`src/rtl/instr_fetch_unit.sv`:
```
// Instruction fetch unit: one outstanding imem request, redirect squashing,
// and a single-entry skid toward decode with a count of accepted instructions.
module instr_fetch_unit #(
  parameter logic [31:0] RESET_PC = 32'h0000_0000
) (
  input  logic        clk,
  input  logic        reset,
  input  logic        redirect_valid,
  input  logic [31:0] redirect_pc,
  output logic        imem_req,
  output logic [31:0] imem_addr,
  input  logic        imem_ack,
  input  logic [31:0] imem_rdata,
  output logic        if_valid,
  input  logic        if_ready,
  output logic [31:0] if_instr,
  output logic [31:0] if_pc,
  output logic [31:0] if_pc_plus4,
  output logic [31:0] fetch_count
);

  localparam int unsigned XLEN = 32;

  typedef enum logic [1:0] {
    IDLE  = 2'd0,
    FETCH = 2'd1,
    KILL  = 2'd2,
    HOLD  = 2'd3
  } state_t;

  state_t            state_q, state_d;
  logic [XLEN-1:0]   pc_q, pc_d;
  logic [XLEN-1:0]   addr_q, addr_d;
  logic [XLEN-1:0]   instr_q, instr_d;
  logic [XLEN-1:0]   ipc_q, ipc_d;
  logic [XLEN-1:0]   cnt_q, cnt_d;
  logic              req_q, req_d;
  logic              valid_q, valid_d;
  logic [XLEN-1:0]   redirect_tgt;
  logic              waiting;
  logic              unused_redirect_lsbs;

  // Redirect targets are forced word-aligned.
  assign redirect_tgt         = {redirect_pc[XLEN-1:2], 2'b00};
  assign unused_redirect_lsbs = ^redirect_pc[1:0];
  assign waiting              = (state_q == FETCH) || (state_q == KILL);

  // Next-state, pc and capture logic.
  always_comb begin
    state_d = state_q;
    pc_d    = pc_q;
    instr_d = instr_q;
    ipc_d   = ipc_q;
    cnt_d   = cnt_q;
    case (state_q)
      IDLE: state_d = FETCH;
      FETCH: begin
        if (redirect_valid) begin
          pc_d    = redirect_tgt;
          state_d = imem_ack ? FETCH : KILL;
        end else if (imem_ack) begin
          instr_d = imem_rdata;
          ipc_d   = addr_q;
          pc_d    = addr_q + XLEN'(4);
          state_d = HOLD;
        end
      end
      KILL: begin
        if (redirect_valid) pc_d = redirect_tgt;
        if (imem_ack) state_d = FETCH;
      end
      HOLD: begin
        if (if_ready) cnt_d = cnt_q + XLEN'(1);
        if (redirect_valid) begin
          pc_d    = redirect_tgt;
          state_d = FETCH;
        end else if (if_ready) begin
          state_d = FETCH;
        end
      end
      default: state_d = IDLE;
    endcase
    // The request address is frozen while a request is outstanding.
    addr_d  = (waiting && !imem_ack) ? addr_q : pc_d;
    req_d   = (state_d == FETCH) || (state_d == KILL);
    valid_d = (state_d == HOLD);
  end

  // State and datapath registers.
  always_ff @(posedge clk) begin
    if (reset) begin
      state_q <= IDLE;
      pc_q    <= RESET_PC;
      addr_q  <= RESET_PC;
      instr_q <= '0;
      ipc_q   <= '0;
      cnt_q   <= '0;
      req_q   <= 1'b0;
      valid_q <= 1'b0;
    end else begin
      state_q <= state_d;
      pc_q    <= pc_d;
      addr_q  <= addr_d;
      instr_q <= instr_d;
      ipc_q   <= ipc_d;
      cnt_q   <= cnt_d;
      req_q   <= req_d;
      valid_q <= valid_d;
    end
  end

  assign imem_req    = req_q;
  assign imem_addr   = addr_q;
  assign if_valid    = valid_q;
  assign if_instr    = instr_q;
  assign if_pc       = ipc_q;
  assign if_pc_plus4 = ipc_q + XLEN'(4);
  assign fetch_count = cnt_q;

endmodule
```
`config.mk`:
```
export PLATFORM = sky130hd
export DESIGN_NAME = instr_fetch_unit
export DESIGN_NICKNAME = d
export VERILOG_FILES = /design/src/rtl/instr_fetch_unit.sv
export SDC_FILE = /design/constraint.sdc
export NUM_CORES = 1
export LEC_CHECK = 0
export CAP_MARGIN = 20
export CORE_ASPECT_RATIO = 1.25
export CORE_MARGIN = 2
export CORE_UTILIZATION = 47
export CTS_BUF_LIST = sky130_fd_sc_hd__clkbuf_4
export DETAILED_ROUTE_END_ITERATION = 8
export GPL_ROUTABILITY_DRIVEN = 0
export PLACE_DENSITY = 0.85
export SKIP_CTS_REPAIR_TIMING = 1
export SYNTH_ARGS = -nofsm -noshare
export SYNTH_HDL_FRONTEND = slang
export SYNTH_SLANG_ARGS = --single-unit
export TNS_END_PERCENT = 100
```
`constraint.sdc`:
```
create_clock -name clk -period 2.6 [get_ports clk]
set_input_delay 0.52 -clock clk [delete_from_list [all_inputs] [get_ports clk]]
set_output_delay 0.52 -clock clk [all_outputs]
set_load 0.005 [all_outputs]
```
==> results of run 1 <==
==> metal layers <==
layer  wire length (um)  up-vias  part of all wire, %  track usage [%]
met2              13700      493                   49             47.1
met3               2340       90                  8.3             5.46
met1              10900     4394                   39             34.6
li1                   -     4392                    -                -
met5                  0        -                    0                0
met4               1170        0                  4.2             15.1
==> final cells by class <==
class                      count  share of cell area (%)
antenna                        1                  0.0210
clock buffer                  18                    1.13
clock inverter                14                   0.744
inverter                      22                   0.712
multi-input combinational    804                    40.5
sequential                   164                    27.7
tap                          224                    2.35
timing repair buffer         340                    26.8
==> how the worst max path moves through the flow <==
stage                                    startpoint             endpoint  slack, ns  depth (start not counted)
after global placement        if_pc[6]$_SDFFE_PP0P_      if_pc_plus4[29]      -0.02                          6
after floorplan           imem_addr[2]$_SDFFE_PP0N_  pc_q[24]$_SDFF_PP0_       0.28                          7
after detailed placement      if_pc[6]$_SDFFE_PP0P_      if_pc_plus4[25]      -0.08                          6
after global routing          if_pc[7]$_SDFFE_PP0P_      if_pc_plus4[22]      -0.51                         10
after CTS                     if_pc[6]$_SDFFE_PP0P_      if_pc_plus4[25]      -0.74                          6
final                         if_pc[7]$_SDFFE_PP0P_      if_pc_plus4[30]      -0.34                         10
==> per-stage QoR <==
| step | instances | instance area [sq um] | hold WS, ns |
|---|---|---|---|
| 2_1_floorplan | 1064 | 8290 | 0.441 |
| 3_3_place_gp | 1540 | 11400 | 0.441 |
| 3_5_place_dp | 1540 | 11400 | 0.446 |
| 4_1_cts | 1572 | 11600 | 0.286 |
| 5_1_grt | 1587 | 11900 | 0.307 |
| 6_report | 1587 | 11900 | 0.328 |
==> state kept, by name, indices dropped and copies added (netlist names) <==
name,count
pc_q,32
if_instr,32
if_valid,1
fetch_count,32
imem_req,1
state_q,2
imem_addr,32
if_pc,32
==> worst max-delay path: stages (launching register included) <==
cell     delay (ns)
dfxtp_2        0.35
and4_4         0.25
nand3_2        0.09
buf_6          0.15
nor4_4         0.29
buf_4          0.17
buf_6          0.09
buf_6          0.09
nand3_1        0.08
xnor2_1        0.16
buf_2          0.14
==> cell usage in the layout (no fill, tap or decap), types with 8 or more instances in the layout <==
cell type	instances
a22oi_1	11
dfxtp_1	146
nand2b_1	11
buf_2	11
or3_1	11
a2111oi_0	9
xnor2_1	40
nand3_1	35
nor4_1	20
inv_1	20
nor3_1	21
o31ai_1	12
clkbuf_4	18
buf_4	98
buf_6	9
or4_1	8
nand2_1	190
a211oi_1	14
a21oi_1	103
clkdlybuf4s50_1	200
and4_1	12
dfxtp_2	17
o221ai_1	9
o21ai_0	39
xor2_1	20
dlymetal6s2s_1	15
nor2_1	69
o22ai_1	16
nand4_1	16
==> synthesized netlist by cell type, drive strengths merged (5+ instances only) <==
| library cell | count |
|---|---|
| a2111oi | 9 |
| a211oi | 14 |
| a21oi | 103 |
| a22oi | 11 |
| a31oi | 6 |
| and2 | 6 |
| and3 | 8 |
| and4 | 13 |
| buf | 7 |
| clkbuf | 67 |
| dfxtp | 164 |
| ha | 8 |
| inv | 21 |
| nand2 | 193 |
| nand2b | 11 |
| nand3 | 42 |
| nand4 | 18 |
| nor2 | 78 |
| nor2b | 6 |
| nor3 | 21 |
| nor4 | 21 |
| o21a | 7 |
| o21ai | 39 |
| o221ai | 9 |
| o22ai | 16 |
| o2bb2ai | 5 |
| o31ai | 13 |
| or3 | 11 |
| or4 | 8 |
| xnor2 | 43 |
| xor2 | 20 |
==> report_power, final <==
part / total, W / internal, W / switching, W
combinational: 0.000824 / 0.000380 / 0.000444
sequential: 0.00263 / 0.00257 / 0.0000551
clock: 0.00132 / 0.000379 / 0.000946
==> cells by family after synthesis <==
group,Yosys count
buffers and inverters,96
adders and majority gates,8
and+or+nand+nor,452
AOI/OAI and AO/OA,275
muxes,6
DFF,164
xor gates and xnor gates,63
==> run metrics, run 1 <==
result of the run complete, but fails checks; failing checks negative setup slack; clock-pin slew reported for the worst setup and hold paths after clock tree synthesis 0.13 ns; Area growth syn-to-layout 44.0%; number of antenna violations at the first check in global routing 1; combined area of the multi-input logic cells 4840 sq um; buffer type at the clock tree root clkbuf_4; total of buffers placed on input and output ports 228; Worst Path Max Fanout 3; largest cells by area after synthesis dfxtp_1 40%, nand2_1 8.7%, a21oi_1 6.2%; deepest level of the CTS H-tree 4; arrival time at the worst endpoint 2.42 ns; RSZ-0062 raised after global routing true; number of hold-slack violations in the final timing report 0; pins over their slew limit 0; Fin Setup TNS -2.41 ns; Post-Route Utilization 68.8%; Avg Cell Area, Syn 7.79 sq um; share of the clock period used by the worst path after layout 113%; vias after detailed routing 9369; grt total ovfl 0; die boundary width 123 um; post-route antenna net violation count 0; fraction of synthesized area in multiplexers 0.770%; part of the Yosys area used for sequential elements 39.6%; Synth Area in Adders 1.21%; Filler Cell Count 1404; global-route wire length before repair 43.1 mm; Worst Clk Skew 0.0229 ns; mean routed wirelength per cell 17.7 um; Synth Register Bits 164; combinational family with the most area after synthesis simple AND/OR/NAND/NOR gates; largest net degree at the start of global routing 65; fraction of the mapped netlist area in simple logic gates 26.0%; min cycle time layout 2.94 ns; Reg2Reg Launch Point imem_addr[2]$_SDFFE_PP0N_; Max-slew headroom 55.5%; flip-flop cell with the highest count after synthesis dfxtp_1; count of different cell masters after synthesis 64; Setup violations, final 9; number of placed I/O pins 231; slack of the critical path -0.341 ns; worst reg2reg path endpoint imem_addr[18]$_SDFFE_PP0N_; endpoint of the worst hold path if_valid$_SDFF_PP0_; critical path class reg2out; starting utilization of the core area 47.8%; worst r2r path cells 7; worst skew pair latency 0.59 ns; vias per inst 5.90; worst slack, placed -0.0840 ns; Cell Area, Synth 8290 sq um; 1st-pass router iterations 7; fraction of final layout cells sized beyond drive strength 1 16.0%; pwr dens 400 nW/um^2; xor/xnor cell area share of the yosys netlist 6.65%; Syn. warnings 0; WHS Path Cells 2; VDD IR-drop max 0.246 mV; worst hold start reset; area fraction of the dominant cell type after synthesis 39.6%; CTS buffer count 17; CTS tree built; maximum count of clock buffers along a single path 2; detailed router's first-iteration violation count 923; global routing usage summed across all routing layers 28.5%; standard-cell rows 54; FF/Latch Area 3310 sq um; HPWL Detailed 19.3 mm; Routed WL 28.1 mm; fin nets 1426; placeable core region 17400 sq um; required time reported for the critical path endpoint 2.08 ns; Max Clk Rate 340 MHz; critical path startpoint category register; via count of the first global-routing pass 8667; type of the worst min-delay path in2reg; Critical Path End Type primary output; setup slack on the worst flop-to-flop path 0.20 ns; cell leakage power 4.42 nW; number of instances in the synthesized netlist 1064; Die Span Y 153 um; async set-reset flop share out of synthesis 0%; slew at the pin with the worst max-slew slack 0.667 ns; Power Total 0.00478 W; complex-gate fraction of the synthesized area 21.3%; total DRC errors in the routed layout 0; Net Count, Synth 1141; clock sinks 164; biggest area consumer among synthesized cells dfxtp_1; EDFF count, synth 0; DIE AREA 18700 sq um; MaxCap Viol Count 0
Note: power is estimated with default switching activity, not from simulation.
==> run 2: changes to the inputs <==
- CORE_UTILIZATION: 47 -> 35
- HOLD_SLACK_MARGIN: not set -> 0.03
- PLACE_DENSITY: 0.85 -> 0.67
==> run 2 against run 1 <==
  * The flow still finishes with violations (negative setup slack)
  * Sequential share of layout area decreased by 0.23 points
  * Worst setup slack improved by 0.14 ns
  * Total power increased by 5.0%
  * Largest cell class unchanged
==> run metrics, run 2 (same netlist as run 1, synthesis figures left out) <==
Placed Cells 1607 (+4.4%); Setup violations, final 9 (unchanged); Area growth syn-to-layout 45.0%; 1st-pass router iterations 6 (-1); WHS Path Cells 2 (unchanged); Reg2Reg Launch Point imem_addr[2]$_SDFFE_PP0N_; CP max stage cell or3b_4; CTS buffer count 17 (unchanged); GR Util met2 36.8% (-10 points); global routing usage on met3 4.72% (-0.74 points); standard-cell rows 63 (+17%); HPWL Detailed 19.7 mm (+2.2%); critical path class reg2out; required time reported for the critical path endpoint 2.08 ns (about the same); mean routed wirelength per cell 16.6 um (-6.1%); fin nets 1417 (-0.63%); Filler Cell Count 2244 (+60%); FF/Latch Area 3300 sq um (-0.15%); combined area of the multi-input logic cells 4810 sq um (-0.62%); Routed WL 27.4 mm (-2.6%); total of buffers placed on input and output ports 228 (unchanged); die boundary width 142 um (+15%); starting utilization of the core area 35.3% (-12 points); global-route wire length before repair 42.7 mm (-0.94%); Worst Clk Skew 0.0224 ns (-0.000463 ns); largest net degree at the start of global routing 79 (+22%); RSZ-0062 raised after global routing true; kind of cell adding the most delay to the critical path simple AND/OR/NAND/NOR gates; vias after detailed routing 8875 (-5.3%); most common cell after layout, fill and taps aside clkdlybuf4s50_1; total DRC errors in the routed layout 0 (unchanged); Slowest Stage Delay on Critical Path 0.43 ns (+0.08 ns); worst hold start reset; Power Total 0.00502 W (+5.0%); CTS tree built; global routing usage summed across all routing layers 21.3% (-7.2 points); grt total ovfl 0 (unchanged); number of hold-slack violations in the final timing report 0 (unchanged); share of the clock period used by the worst path after layout 108% (-5.5 points); cell breakdown of the critical path and4_1, nor3b_2, or3b_4, buf_6, nor2_1, xor2_1, buf_2; detailed router's first-iteration violation count 568 (-38%); met1 routing resource usage after global routing 25.9% (-8.7 points); MaxCap Viol Count 0 (unchanged); pwr dens 417 nW/um^2 (+4.3%); number of antenna violations at the first check in global routing 1 (unchanged); arrival time at the worst endpoint 2.28 ns (-0.14 ns); slew at the pin with the worst max-slew slack 0.560 ns (-0.107 ns); pins over their slew limit 0 (unchanged); fraction of final layout cells sized beyond drive strength 1 15.2% (-0.78 points); placeable core region 23500 sq um (+35%); Max Clk Rate 357 MHz (+5.1%); VDD IR-drop max 0.346 mV (+41%); worst skew pair latency 0.59 ns (about the same); Worst Path Max Fanout 3 (unchanged); clock sinks 164 (unchanged); launch point of the critical path if_pc[22]$_SDFFE_PP0P_; buffer type at the clock tree root clkbuf_4; maximum count of clock buffers along a single path 2 (unchanged); Critical Path End Type primary output; critical path startpoint category register; Critical Path Stages 7 (-3); deepest level of the CTS H-tree 4 (unchanged); via count of the first global-routing pass 8199 (-5.4%); post-route antenna net violation count 0 (unchanged); Max-slew headroom 62.4% (+6.8 points); DIE AREA 24900 sq um (+33%); cell leakage power 4.40 nW (-0.67%); number of placed I/O pins 231 (unchanged); slack of the critical path -0.199 ns (+0.142 ns); vias per inst 5.39 (-8.7%); worst r2r path cells 5 (-2); failing checks negative setup slack; min cycle time layout 2.80 ns (-0.142 ns); type of the worst min-delay path in2reg; count of buffer and inverter cells on the critical path 2 (-3); Die Span Y 176 um (+15%); result of the run complete, but fails checks; commonest non-fill, non-tap cells in the layout 202 x clkdlybuf4s50_1, 191 x nand2_1, 148 x dfxtp_1, 103 x a21oi_1, 89 x buf_4; worst slack, placed -0.0352 ns (+0.0488 ns); clock-pin slew reported for the worst setup and hold paths after clock tree synthesis 0.14 ns (about the same); Non-Filler Instances 1646 (+3.7%); layer with the highest usage met2
run 2: cell types whose count changed in the layout (fill, tap and decap cells not counted), sizes merged:
| cell | before | now |
|---|---|---|
| buf | 124 | 112 |
| clkinvlp | 3 | 4 |
| dlymetal6s2s | 15 | 14 |
| bufinv | 0 | 2 |
| clkbuf | 19 | 24 |
| clkinv | 10 | 4 |
| clkdlybuf4s50 | 200 | 202 |
run 2: stage by stage:
stage	hold WS (ns)	area [sq um]	utilization, %	setup TNS, ns
after floorplan	0.441	8290	-	0
after global placement	0.441	11500	49.0	-0.0826
after detailed placement	0.446	11500	49.0	-0.0701
after CTS	0.319	11800	50.3	-12.79
after global routing	0.357	12000	51.2	-2.57
final	0.372	12000	51.2	-1.12
run 2: final timing paths:
| path | endpoint | slack, ns |
|---|---|---|
| hold reg to reg | if_instr[23]$_SDFFE_PP0P_ | 0.46 |
| setup / recovery | if_pc_plus4[25] | -0.20 |
| setup reg to reg | imem_addr[25]$_SDFFE_PP0N_ | 0.14 |
| hold / removal | pc_q[9]$_SDFF_PP0_ | 0.37 |
run 2: power by group:
group	leakage, nW	switching, W	total [W]	internal (W)
clock network	0.146	0.000949	0.00156	0.000616
registers	1.33	0.0000527	0.00263	0.00258
logic	2.91	0.000437	0.000823	0.000386
total	4.40	0.00144	0.00502	0.00358
run 2: cell type report:
class                           count  area share [%]
Inverter                           22           0.708
Timing Repair Buffer              331            26.4
Tap cell                          292            3.04
Sequential cell                   164            27.5
Clock inverter                     11            1.05
Clock buffer                       21            1.31
Multi-Input combinational cell    804            40.0
Antenna cell                        1          0.0208
run 2: metal layers:
metal	share of wire, %	vias up
met5	0	-
met4	3.1	0
met3	6.3	55
met2	49	290
met1	42	4154
li1	-	4376
==> run 3: changes to the inputs <==
- CORE_UTILIZATION: 35 -> 34
- GPL_TIMING_DRIVEN: not set -> 0
- PLACE_DENSITY: 0.67 -> 0.66
==> run 3 against run 2 <==
  * The flow still finishes with violations (negative setup slack)
  * Core utilization down 0.81 points
  * Non-clock buffer count up 12
  * First-iteration DRC count up 19%
  * Worst setup slack worse by 0.14 ns
  * Clock power down 4%
  * Total power down 1.5%
  * Register-to-register slack worse by 0.06 ns
  * Critical path type unchanged
==> run metrics, run 3 (same netlist as run 1, synthesis figures left out) <==
global routing usage summed across all routing layers 22.6% (+1.2 points); share of the clock period used by the worst path after layout 113% (+5.3 points); starting utilization of the core area 34.8% (-0.47 points); total of buffers placed on input and output ports 228 (unchanged); pins over their slew limit 0 (unchanged); number of antenna violations at the first check in global routing 2 (+1); detailed router's first-iteration violation count 678 (+19%); required time reported for the critical path endpoint 2.08 ns (about the same); placeable core region 23800 sq um (+1.3%); buffer type at the clock tree root clkbuf_4; Max Clk Rate 341 MHz (-4.7%); Routed WL 30.7 mm (+12%); deepest level of the CTS H-tree 4 (unchanged); Die Span Y 179 um (+1.4%); slack of the critical path -0.336 ns (-0.138 ns); Worst Clk Skew 0.0224 ns (-0.0000312 ns); number of placed I/O pins 231 (unchanged); CTS tree built; Setup violations, final 13 (+4); post-route antenna net violation count 0 (unchanged); die boundary width 144 um (+1.4%); cell leakage power 4.20 nW (-4.4%); Power Total 0.00494 W (-1.5%); worst slack, placed -0.884 ns (-0.849 ns); Slowest Stage Delay on Critical Path 0.43 ns (about the same); global-route wire length before repair 44.7 mm (+4.6%); Worst path most repeated cell buf_6; clock-pin slew reported for the worst setup and hold paths after clock tree synthesis 0.15 ns (about the same); 1st-pass router iterations 5 (-1); fraction of final layout cells sized beyond drive strength 1 13.7% (-1.5 points); result of the run complete, but fails checks; HPWL Detailed 22.1 mm (+12%); Worst Path Max Fanout 5 (+2); grt total ovfl 0 (unchanged); pwr dens 412 nW/um^2 (-1.2%); fin nets 1430 (+0.92%); worst skew pair latency 0.61 ns (+0.02 ns); min cycle time layout 2.94 ns (+0.138 ns); largest net degree at the start of global routing 17 (-78%); final instance area 12000 sq um (-0.26%); via count of the first global-routing pass 8154 (-0.55%); vias per inst 5.42 (+0.60%); standard-cell rows 63 (unchanged); type of the worst min-delay path in2reg; CTS buffer count 17 (unchanged); area after detailed placement 11000 sq um (-4.6%); failing checks negative setup slack; critical path startpoint category register; Critical Path End Type primary output; MaxCap Viol Count 0 (unchanged); arrival time at the worst endpoint 2.42 ns (+0.14 ns); Max-slew headroom 43.9% (-18 points); slew at the pin with the worst max-slew slack 0.820 ns (+0.260 ns); critical path class reg2out; number of hold-slack violations in the final timing report 0 (unchanged); mean routed wirelength per cell 18.1 um (+9.0%); VDD IR-drop max 0.326 mV (-5.7%); DIE AREA 25700 sq um (+2.9%); maximum count of clock buffers along a single path 2 (unchanged); commonest non-fill, non-tap cells in the layout 206 x clkdlybuf4s50_1, 188 x nand2_1, 138 x dfxtp_1, 102 x a21oi_1, 68 x nor2_1; RSZ-0062 raised after global routing true; clock sinks 164 (unchanged); CP max stage cell or3b_4; cell breakdown of the critical path and4_4, nor3b_4, or3b_4, buf_6, buf_6, nor2_4, xor2_1, buf_2; total DRC errors in the routed layout 0 (unchanged); most common cell after layout, fill and taps aside clkdlybuf4s50_1; Area growth syn-to-layout 44.6%; vias after detailed routing 9178 (+3.4%)
## run 3: cell types whose count changed in the layout (fill, tap and decap cells not counted), sizes merged
cell / delta
buf: -53
bufinv: -1
clkbuf: +62
clkdlybuf4s50: +4
clkinv: +1
clkinvlp: -1
diode: +1
dlymetal6s2s: -4
inv: +3
nor2: +1
## run 3: metal layers
layer  part of all wire (%)  global-route usage [%]
met5                      0                       0
met4                    4.0                    11.5
met3                    8.0                    4.89
met2                     49                    37.5
met1                     39                    27.4
## run 3: area by class of cell
type | count | area, sq um
Antenna cell | 2 | 5.00
Buffer | 73 | 304
Clock buffer | 18 | 135
Clock inverter | 13 | 126
Fill cell | 2328 | 11800
Inverter | 22 | 82.6
Multi-Input combinational cell | 805 | 4980
Sequential cell | 164 | 3370
Tap cell | 325 | 407
Timing Repair Buffer | 270 | 2590
## run 3: where the power goes
| part | total, W | internal (W) | switching [W] |
|---|---|---|---|
| logic | 0.000808 | 0.000343 | 0.000466 |
| registers | 0.00263 | 0.00256 | 0.0000730 |
| clock network | 0.00150 | 0.000496 | 0.00100 |
## run 3: metrics by stage
step           hold WS (ns)  cells  TNS, ns  utilization, %
6_report              0.433   1692    -2.78            50.4
5_1_grt               0.406   1692    -4.60            50.4
4_1_cts               0.412   1648   -35.46            47.2
3_5_place_dp          0.446   1617   -84.60            46.1
3_3_place_gp          0.441   1617   -95.06            46.1
2_1_floorplan         0.441   1064        0               -
## run 3: critical path: cells and delay by family (launching register included)
kind	cells	cell delay, ns
simple gates	4	0.90
xor+xnor	1	0.14
buf+inv	3	0.38
flops	1	0.40
## run 3: worst paths after layout
check | end | start | slack, ns | depth (start not counted)
hold / removal | if_instr[3]$_SDFFE_PP0P_ | imem_rdata[3] | 0.43 | 3
hold reg to reg | if_instr[16]$_SDFFE_PP0P_ | if_instr[16]$_SDFFE_PP0P_ | 0.46 | 2
setup reg to reg | imem_addr[6]$_SDFFE_PP0N_ | state_q[0]$_SDFF_PP0_ | 0.08 | 8
setup / recovery | if_pc_plus4[29] | if_pc[20]$_SDFFE_PP0P_ | -0.34 | 8
